--- config.mk ---
export PLATFORM = sky130hd
export DESIGN_NAME = prefix_addsub32_pipe
export DESIGN_NICKNAME = d
export VERILOG_FILES = /design/src/rtl/alu_pkg.sv /design/src/rtl/prefix16_core.sv /design/src/rtl/prefix_addsub32_pipe.sv
export SDC_FILE = /design/constraint.sdc
export NUM_CORES = 1
export LEC_CHECK = 0
export CAP_MARGIN = 20
export CORE_ASPECT_RATIO = 0.6
export CORE_MARGIN = 1
export CORE_UTILIZATION = 40
export DETAILED_ROUTE_END_ITERATION = 8
export HOLD_SLACK_MARGIN = 0.12
export PLACE_DENSITY = 0.69
export SYNTH_ARGS = -nofsm -noshare
export SYNTH_HDL_FRONTEND = slang
export SYNTH_HIERARCHICAL = 1
export SYNTH_SLANG_ARGS = --single-unit
--- constraint.sdc ---
create_clock -name clk -period 3.1 [get_ports clk]
set_input_delay 0.62 -clock clk [delete_from_list [all_inputs] [get_ports clk]]
set_output_delay 0.62 -clock clk [all_outputs]
set_load 0.01 [all_outputs]
--- src/rtl/alu_pkg.sv ---
// Shared constants and types for the 32-bit ALU add/sub datapath.
// Operand widths, opcode encodings and the flag bundle.
package alu_pkg;

  localparam int HALF  = 16;
  localparam int WIDTH = 2 * HALF;

  localparam logic OP_ADD = 1'b0;
  localparam logic OP_SUB = 1'b1;

  typedef struct packed {
    logic c;
    logic z;
    logic n;
    logic v;
  } flags_t;

endpackage

--- src/rtl/prefix16_core.sv ---
// 16-bit Sklansky parallel-prefix adder slice.
// Purely combinational; cin folds into the final carry step.
module prefix16_core
  import alu_pkg::*;
(
  input  logic [HALF-1:0] a,
  input  logic [HALF-1:0] b,
  input  logic            cin,
  output logic [HALF-1:0] sum,
  output logic            cout
);

  localparam int LVLS = $clog2(HALF);

  logic [LVLS:0][HALF-1:0] g;
  logic [LVLS:0][HALF-1:0] p;
  logic [HALF:0]           c;

  assign g[0] = a & b;
  assign p[0] = a ^ b;

  // Each level merges a block with the top bit of the block below it.
  for (genvar k = 0; k < LVLS; k++) begin : g_lvl
    for (genvar i = 0; i < HALF; i++) begin : g_bit
      if (((i >> k) & 1) == 1) begin : g_merge
        localparam int J = ((i >> k) << k) - 1;
        assign g[k+1][i] = g[k][i] | (p[k][i] & g[k][J]);
        assign p[k+1][i] = p[k][i] & p[k][J];
      end else begin : g_pass
        assign g[k+1][i] = g[k][i];
        assign p[k+1][i] = p[k][i];
      end
    end
  end

  assign c[0] = cin;

  // Group generate/propagate over [i:0] plus cin gives carry into i+1.
  for (genvar i = 0; i < HALF; i++) begin : g_carry
    assign c[i+1] = g[LVLS][i] | (p[LVLS][i] & cin);
  end

  assign sum  = p[0] ^ c[HALF-1:0];
  assign cout = c[HALF];

endmodule

--- src/rtl/prefix_addsub32_pipe.sv ---
// Two-stage 32-bit add/sub: low half in stage 1, high half and
// flags in stage 2, valid/ready on both sides.
module prefix_addsub32_pipe
  import alu_pkg::*;
(
  input  logic             clk,
  input  logic             rst,
  input  logic             in_valid,
  output logic             in_ready,
  input  logic [WIDTH-1:0] in_a,
  input  logic [WIDTH-1:0] in_b,
  input  logic             in_op,
  output logic             out_valid,
  input  logic             out_ready,
  output logic [WIDTH-1:0] out_res,
  output logic             out_c,
  output logic             out_z,
  output logic             out_n,
  output logic             out_v
);

  logic [WIDTH-1:0] bp;
  logic [HALF-1:0]  lo_sum_d;
  logic             lo_c_d;

  logic             s1_valid;
  logic [HALF-1:0]  lo_sum;
  logic             lo_c;
  logic [HALF-1:0]  a_hi;
  logic [HALF-1:0]  bp_hi;

  logic [HALF-1:0]  hi_sum;
  logic             hi_c;
  logic [WIDTH-1:0] res_d;
  flags_t           flags_d;
  flags_t           flags;

  logic out_fire;
  logic s2_adv;
  logic accept;

  assign bp = (in_op == OP_SUB) ? ~in_b : in_b;

  prefix16_core u_lo (
    .a    (in_a[HALF-1:0]),
    .b    (bp[HALF-1:0]),
    .cin  (in_op),
    .sum  (lo_sum_d),
    .cout (lo_c_d)
  );

  prefix16_core u_hi (
    .a    (a_hi),
    .b    (bp_hi),
    .cin  (lo_c),
    .sum  (hi_sum),
    .cout (hi_c)
  );

  assign res_d     = {hi_sum, lo_sum};
  assign flags_d.c = hi_c;
  assign flags_d.z = (res_d == '0);
  assign flags_d.n = hi_sum[HALF-1];
  assign flags_d.v = (a_hi[HALF-1] == bp_hi[HALF-1])
                   && (hi_sum[HALF-1] != a_hi[HALF-1]);

  assign out_fire = out_valid & out_ready;
  assign s2_adv   = s1_valid & (~out_valid | out_ready);
  assign in_ready = ~s1_valid | s2_adv;
  assign accept   = in_valid & in_ready;

  // Stage 1: low-half sum and carry, high operand halves held for stage 2.
  always_ff @(posedge clk) begin
    if (rst) begin
      s1_valid <= 1'b0;
      lo_sum   <= '0;
      lo_c     <= 1'b0;
      a_hi     <= '0;
      bp_hi    <= '0;
    end else begin
      if (accept) begin
        s1_valid <= 1'b1;
        lo_sum   <= lo_sum_d;
        lo_c     <= lo_c_d;
        a_hi     <= in_a[WIDTH-1:HALF];
        bp_hi    <= bp[WIDTH-1:HALF];
      end else if (s2_adv) begin
        s1_valid <= 1'b0;
      end
    end
  end

  // Stage 2: result and flags load only when stage 1 advances.
  always_ff @(posedge clk) begin
    if (rst) begin
      out_valid <= 1'b0;
      out_res   <= '0;
      flags     <= '0;
    end else begin
      if (s2_adv) begin
        out_valid <= 1'b1;
        out_res   <= res_d;
        flags     <= flags_d;
      end else if (out_fire) begin
        out_valid <= 1'b0;
      end
    end
  end

  assign out_c = flags.c;
  assign out_z = flags.z;
  assign out_n = flags.n;
  assign out_v = flags.v;

endmodule

==> out/qor.yml, run 1 <==
logic_synthesis:
  netlist_top_cells_area: "dfxtp_1, nand2_1, a21oi_1"
  ys_warn_count: 6
  netlist_instances: 589
  synth_edf_count: 0
  synth_top_area_share_pct: 37.2
  synth_seq_cells: 86
  synthMuxAreaShare_pct: 0
  synth_fa_ha_area_share_pct: 9.52
  synth-seq-area-share_pct: 37.2
  synthSimpleGateAreaFrac_pct: 21.0
  synth_cell_types: 38
  yosysMostFrequentCell: "nand2_1"
  synth_top_family_by_area: "simple AND/OR/NAND/NOR gates"
  ys_top_cells_by_count: "nand2_1, a21oi_1, dfxtp_1"
  synth_flop_cell: "dfxtp_1"
  synth_area_per_cell_sq_um: 7.85
  synth-xor-area-share_pct: 10.2
  synth_fp_nets: 692
  synth-compound-area-share_pct: 18.1
  yosys.area.top_type: "dfxtp_1"
  synth-async-reset-ratio_pct: 0
  netlist_area_sq_um: 4630
worst_setup_path:
  reg2reg_depth: 11
  crit_path_end_kind: "flop"
  required_ns: 3.38
  rr_endpoint: "out_z"
  critical_path_class: "reg -> reg"
  crit_arrival_ns: 3.29
  rrSetupSlack_ns: 0.09
  startpoint_type: "flop"
  rr_startpoint: "a_hi[5]"
  crit_fanout: 4
layout:
  multi_input_area_sq_um: 2780
  fin_area_sq_um: 6250
  fillers: 970
  ff_latch_area_sq_um: 1720
  fin_util_pct: 57.5
  syn2layout_area_growth_pct: 35.2
  finalNetCount: 797
  layout-drive-gt1-share_pct: 7.58
  diodes: 0
  fin_cells: 838
timing:
  hold_viol: 0
  worst_slew_pin_slew_ns: 0.601
  max_freq_mhz: 332
  clock_skew_ns: 0.00461
  fin_crit_ns: 3.01
  finalCritPeriodShare_pct: 97.2
  grt_setup_unrepaired: "true"
  maxSlewHeadroom_pct: 59.9
  drv_slew: 0
  setup_viol: 0
clocking:
  cts_root_buf: "clkbuf_16"
  worstSkewPairLatency_ns: 0.34
  clk_transition_reported_paths_ns: 0.06
  h-tree-depth: 3
  cts_sinks: 86
  postCtsSetupRepairBufs: 0
  cts_hold_buffers: 0
  cts_buffer_depth: 2
  numCtsBuffers: 9
  cts_tree: "built"
floorplan:
  dieArea_sq_um: 12000
  std_cell_rows: 29
  coreArea_sq_um: 10900
  die_w_microns: 141
  io_pins: 107
  initial_utilization_pct: 42.5
  die_y_microns: 85.3
global_routing:
  grt_max_degree: 66
  grt_pass1_wl_mm: 20.5
  grt_usage_pct: 21.7
  grt_pass1_vias: 4178
  antenna_found_initial: 0
  overflow: 0
routing:
  vias: 4357
  post_drt_via_cell_ratio: 5.20
  routedWlPerCell_microns: 15.2
  drc_errors: 0
  drt-total-wl_mm: 12.7
  drt_iter0_markers: 309
  ant_nets: 0
  dr.pass1.iters: 4
placed_design:
  dp_hpwl_mm: 9.38
  dpl-instance-area_sq_um: 5890
  io_buffers: 106
  dp_cells: 822
  routabilityCongestion: 0.885
hold_path:
  hold_start: "out_res[3]"
  hold_end: "out_res[3]"
  hold-path-cell-count: 2
  hold_path.class: "reg -> reg"
pwr:
  powerDensity_nw_per_um2: 496
  leakage_nw: 2.51
  ir_drop_v: 0.000282
  power_mw: 3.10
run_status:
  outcome: "finished clean"
job:
  cap_violations: 0
==> cell type report <==
type / instances / area share [%]
Clock buffer: 14 / 4.70
Clock inverter: 2 / 0.200
Inverter: 12 / 0.720
Multi-Input combinational cell: 459 / 44.4
Sequential cell: 86 / 27.5
Tap cell: 139 / 2.78
Timing Repair Buffer: 126 / 19.6
==> cell families (layout without fill, tap and decap cells) <==
family / Yosys count / in the layout
compound gates: 142 / 142
xor+xnor: 54 / 54
fa+ha+maj: 34 / 34
buf+inv: 44 / 154
flops: 86 / 86
simple gates: 229 / 229
==> worst max-delay path by stage <==
stage / startpoint / endpoint / slack, ns
3_3_place_gp: in_b[0] / lo_c / -0.08
4_1_cts: a_hi[0] / out_z / -0.01
6_report: a_hi[5] / out_z / 0.09
3_5_place_dp: in_b[0] / lo_c / -0.06
5_1_grt: a_hi[0] / out_z / -0.06
2_1_floorplan: in_op / lo_c / 0.03
==> per-layer routing <==
metal,vias up,global-route usage (%),wire length (microns)
li1,2202,-,-
met1,2024,31.0,6510
met2,112,32.3,5310
met3,19,5.36,723
met4,0,6.23,173
met5,-,0,0
==> worst max-delay path, cell delays in order (launching register included) <==
cell and delay, ns:
dfxtp_1 0.31, ha_1 0.33, a21oi_1 0.14, o21ai_1 0.12
and2_1 0.17, a211o_2 0.35, o211a_1 0.24, o311a_1 0.33
nor4_2 0.23, nand4_1 0.17, or4_1 0.43, o21ai_1 0.12
==> flip-flops by register name, indices dropped and copies added (netlist names) <==
name / flops
out_z: 1
s1_valid: 1
lo_c: 1
out_v: 1
lo_sum: 16
out_res: 32
out_c: 1
bp_hi: 16
a_hi: 16
out_valid: 1
==> report_power, final <==
part           switching, mW  internal [mW]
Sequential            0.0585           1.19
Clock                  0.432          0.651
Combinational          0.392          0.382
==> layout by cell type (no fill, tap or decap), types with 3 or more instances in the layout <==
master           count
nand2_1            146
clkdlybuf4s50_1    104
a21oi_1             87
dfxtp_1             85
nor2_1              37
ha_1                29
xnor2_1             28
xor2_1              26
a211oi_1            18
buf_4               18
inv_1               12
clkbuf_16            9
o21ai_0              8
nor2b_1              8
nor3_1               5
o21ai_1              5
clkbuf_8             5
nor4_1               4
nand3_1              4
and3_1               4
or2_2                4
o211a_1              4
o211ai_1             4
a21o_1               4
nand3b_1             3
and2_1               3
ha_4                 3
==> per-stage QoR <==
stage | setup WS, ns | setup TNS [ns] | hold slack, ns
finish | 0.0862 | 0 | 0.458
global route | -0.0636 | -0.115 | 0.468
CTS | -0.0127 | -0.0127 | 0.458
detailed placement | -0.0632 | -0.167 | 0.449
global placement | -0.0751 | -0.165 | 0.444
floorplan | 0.0275 | 0 | 0.440
==> what timing repair did <==
action / 4_1_cts / 5_1_grt
resized for setup: 6 / 1
cloned: 0 / 0
pin swaps: 2 / 1
setup endpoints to repair: 1 / 2
No activity file was read; power rests on OpenSTA's default activity.
==> run 2: changes to the inputs <==
Settings changed: CAP_MARGIN 20 to 5, CORE_UTILIZATION 40 to 46, PLACE_DENSITY 0.69 to 0.77.
==> run 2 against run 1 <==
  * Clock power down 9%
  * Via count up 2.6%
  * Register-to-register slack worse by 0.02 ns
  * Cell count down 1.4%
  * First-iteration DRC count up 47%
  * Die area down 13%
  * Setup slack worse by 0.020 ns
  * Final area down 1.6%
  * Sequential power about the same
  * Global-route usage up 3.8 points
  * Core utilization up 7.6 points
  * Total power down 3.6%
  * Critical path type unchanged
==> out/qor.yml, run 2 (synthesis results as in run 1) <==
layout:
  diodes: 0  # unchanged
  largest_register_ff_count: 32  # unchanged
  layout-drive-gt1-share_pct: 6.61  # -0.97 points
  layout_common_cells: "nand2_1, clkdlybuf4s50_1, a21oi_1"
  largest-register: "out_res"
  syn2layout_area_growth_pct: 33.1
  mostFrequentLayoutCell: "nand2_1"
  finalNetCount: 794  # -0.38%
routing:
  drt_iter0_markers: 453  # +47%
  ant_nets: 0  # unchanged
  drc_errors: 0  # unchanged
  drt-total-wl_mm: 12.7  # -0.38%
  post_drt_via_cell_ratio: 5.41  # +4.1%
  dr.pass1.iters: 5  # +1
  routedWlPerCell_microns: 15.3  # +1.1%
  vias: 4469  # +2.6%
global_routing:
  overflow: 0  # unchanged
  grt_pass1_wl_mm: 20.9  # +2.2%
  antenna_found_initial: 0  # unchanged
  grt_usage_pct: 25.6  # +3.8 points
  grt_max_degree: 66  # unchanged
  grt_pass1_vias: 4361  # +4.4%
timing:
  max_freq_mhz: 330  # -0.65%
  timing.final.ws_setup_ns: 0.0665  # -0.0197 ns
  setup_viol: 0  # unchanged
  worst_slew_pin_slew_ns: 0.668  # +0.0672 ns
  grt_setup_unrepaired: "true"
  drv_slew: 0  # unchanged
  clock_skew_ns: 0.00594  # +0.00133 ns
  maxSlewHeadroom_pct: 55.4  # -4.5 points
  finalCritPeriodShare_pct: 97.9  # +0.64 points
  hold_viol: 0  # unchanged
  worst_hold_slack_ns: 0.456  # -0.00130 ns
  fin_crit_ns: 3.03  # +0.0197 ns
hold_path:
  hold_path.class: "reg -> reg"
  hold-path-cell-count: 2  # unchanged
clocking:
  cts_sinks: 86  # unchanged
  cts_buffer_depth: 2  # unchanged
  h-tree-depth: 3  # unchanged
  postCtsSetupRepairBufs: 0  # unchanged
  cts_hold_buffers: 0  # unchanged
  cts_root_buf: "clkbuf_16"
  cts_tree: "built"
  worstSkewPairLatency_ns: 0.34  # about the same
  numCtsBuffers: 9  # unchanged
  clk_transition_reported_paths_ns: 0.06  # about the same
worst_setup_path:
  max_stage_delay_ns: 0.45  # +0.02 ns
  startpoint_type: "flop"
  required_ns: 3.37  # about the same
  crit_path_end_kind: "flop"
  crit_fanout: 4  # unchanged
  crit_arrival_ns: 3.31  # +0.02 ns
  critical_path_class: "reg -> reg"
  crit_slowest_cell: "or4_1"
  reg2reg_depth: 11  # unchanged
  cp_cell_sequence: "ha_1 -> nand3_1 -> nand2_1 -> o21a_1 -> a211o_2 -> a221o_1 -> xor2_1 -> nor4_2 -> nand4_1 -> or4_1 -> o21ai_1"
placed_design:
  dp_hpwl_mm: 9.26  # -1.3%
  io_buffers: 106  # unchanged
  pre_cts_slack_ns: -0.0894  # -0.0262 ns
  routabilityCongestion: 0.859  # -2.9%
floorplan:
  dieArea_sq_um: 10500  # -13%
  io_pins: 107  # unchanged
  coreArea_sq_um: 9460  # -13%
  initial_utilization_pct: 48.9  # +6.4 points
  std_cell_rows: 27  # -6.9%
  die_w_microns: 131  # -6.7%
  die_y_microns: 79.7  # -6.6%
run_status:
  outcome: "finished clean"
pwr:
  ir_drop_v: 0.000295  # +4.4%
  leakage_nw: 2.46  # -1.9%
  powerDensity_nw_per_um2: 486  # -2.1%
job:
  cap_violations: 0  # unchanged
## run 2: cell count changes in the layout (fill, tap and decap cells not counted), sizes merged
cell      previous run  this run
buf                 22        19
clkbuf              14        11
clkinv               1         2
clkinvlp             1         3
## run 2: report_power, final
| part | switching (mW) | internal (mW) | leakage [nW] |
|---|---|---|---|
| clock network | 0.435 | 0.543 | 0.122 |
| registers | 0.0593 | 1.19 | 0.706 |
| logic | 0.393 | 0.373 | 1.63 |
| total | 0.888 | 2.10 | 2.46 |
## run 2: metrics by stage
stage,cells,area (sq um),total power [mW],util (%),TNS [ns]
after detailed placement,810,5850,2.01,61.8,-0.310
after floorplan,589,4630,1.72,-,0
final,826,6160,2.99,65.1,0
after global placement,810,5850,1.99,61.8,-0.0869
after CTS,826,6130,3.00,64.8,0
after global routing,826,6160,3.16,65.1,-0.0954
## run 2: metal layers
layer / wire, microns / vias to the layer above / track usage [%]
met5: 0 / - / 0
met2: 5300 / 163 / 38.6
met3: 1090 / 18 / 8.76
li1: - / 2194 / -
met4: 104 / 0 / 6.98
met1: 6170 / 2094 / 34.6
## run 2: area by class of cell
type / instances / area (sq um)
inverters: 12 / 45.0
multi-input cells: 459 / 2770
well taps: 130 / 163
clock inverters: 5 / 36.3
flip-flops and latches: 86 / 1720
repair buffers: 123 / 1190
clock buffers: 11 / 233
fillers: 809 / 3300
## run 2: worst paths after layout
| path | from | end | slack [ns] |
|---|---|---|---|
| worst max-delay path | a_hi[2] | out_z | 0.07 |
| worst min-delay path | out_res[26] | out_res[26] | 0.46 |
| worst max register to register | a_hi[2] | out_z | 0.07 |
| worst min register to register | out_res[26] | out_res[26] | 0.46 |
## run 2: critical path, delay by kind of cell, from the launching register on
family	cells	cell delay [ns]
AOI/OAI and AO/OA	4	1.08
xor gates and xnor gates	1	0.20
adders and majority gates	1	0.37
DFF	1	0.32
and+or+nand+nor	5	1.01
## run 2: timing repair
item / CTS / global route
gates resized for setup: 3 / 2
endpoints found under the setup margin: 1 / 2
endpoints found under the hold margin: 0 / 0
pin swaps: 1 / 0
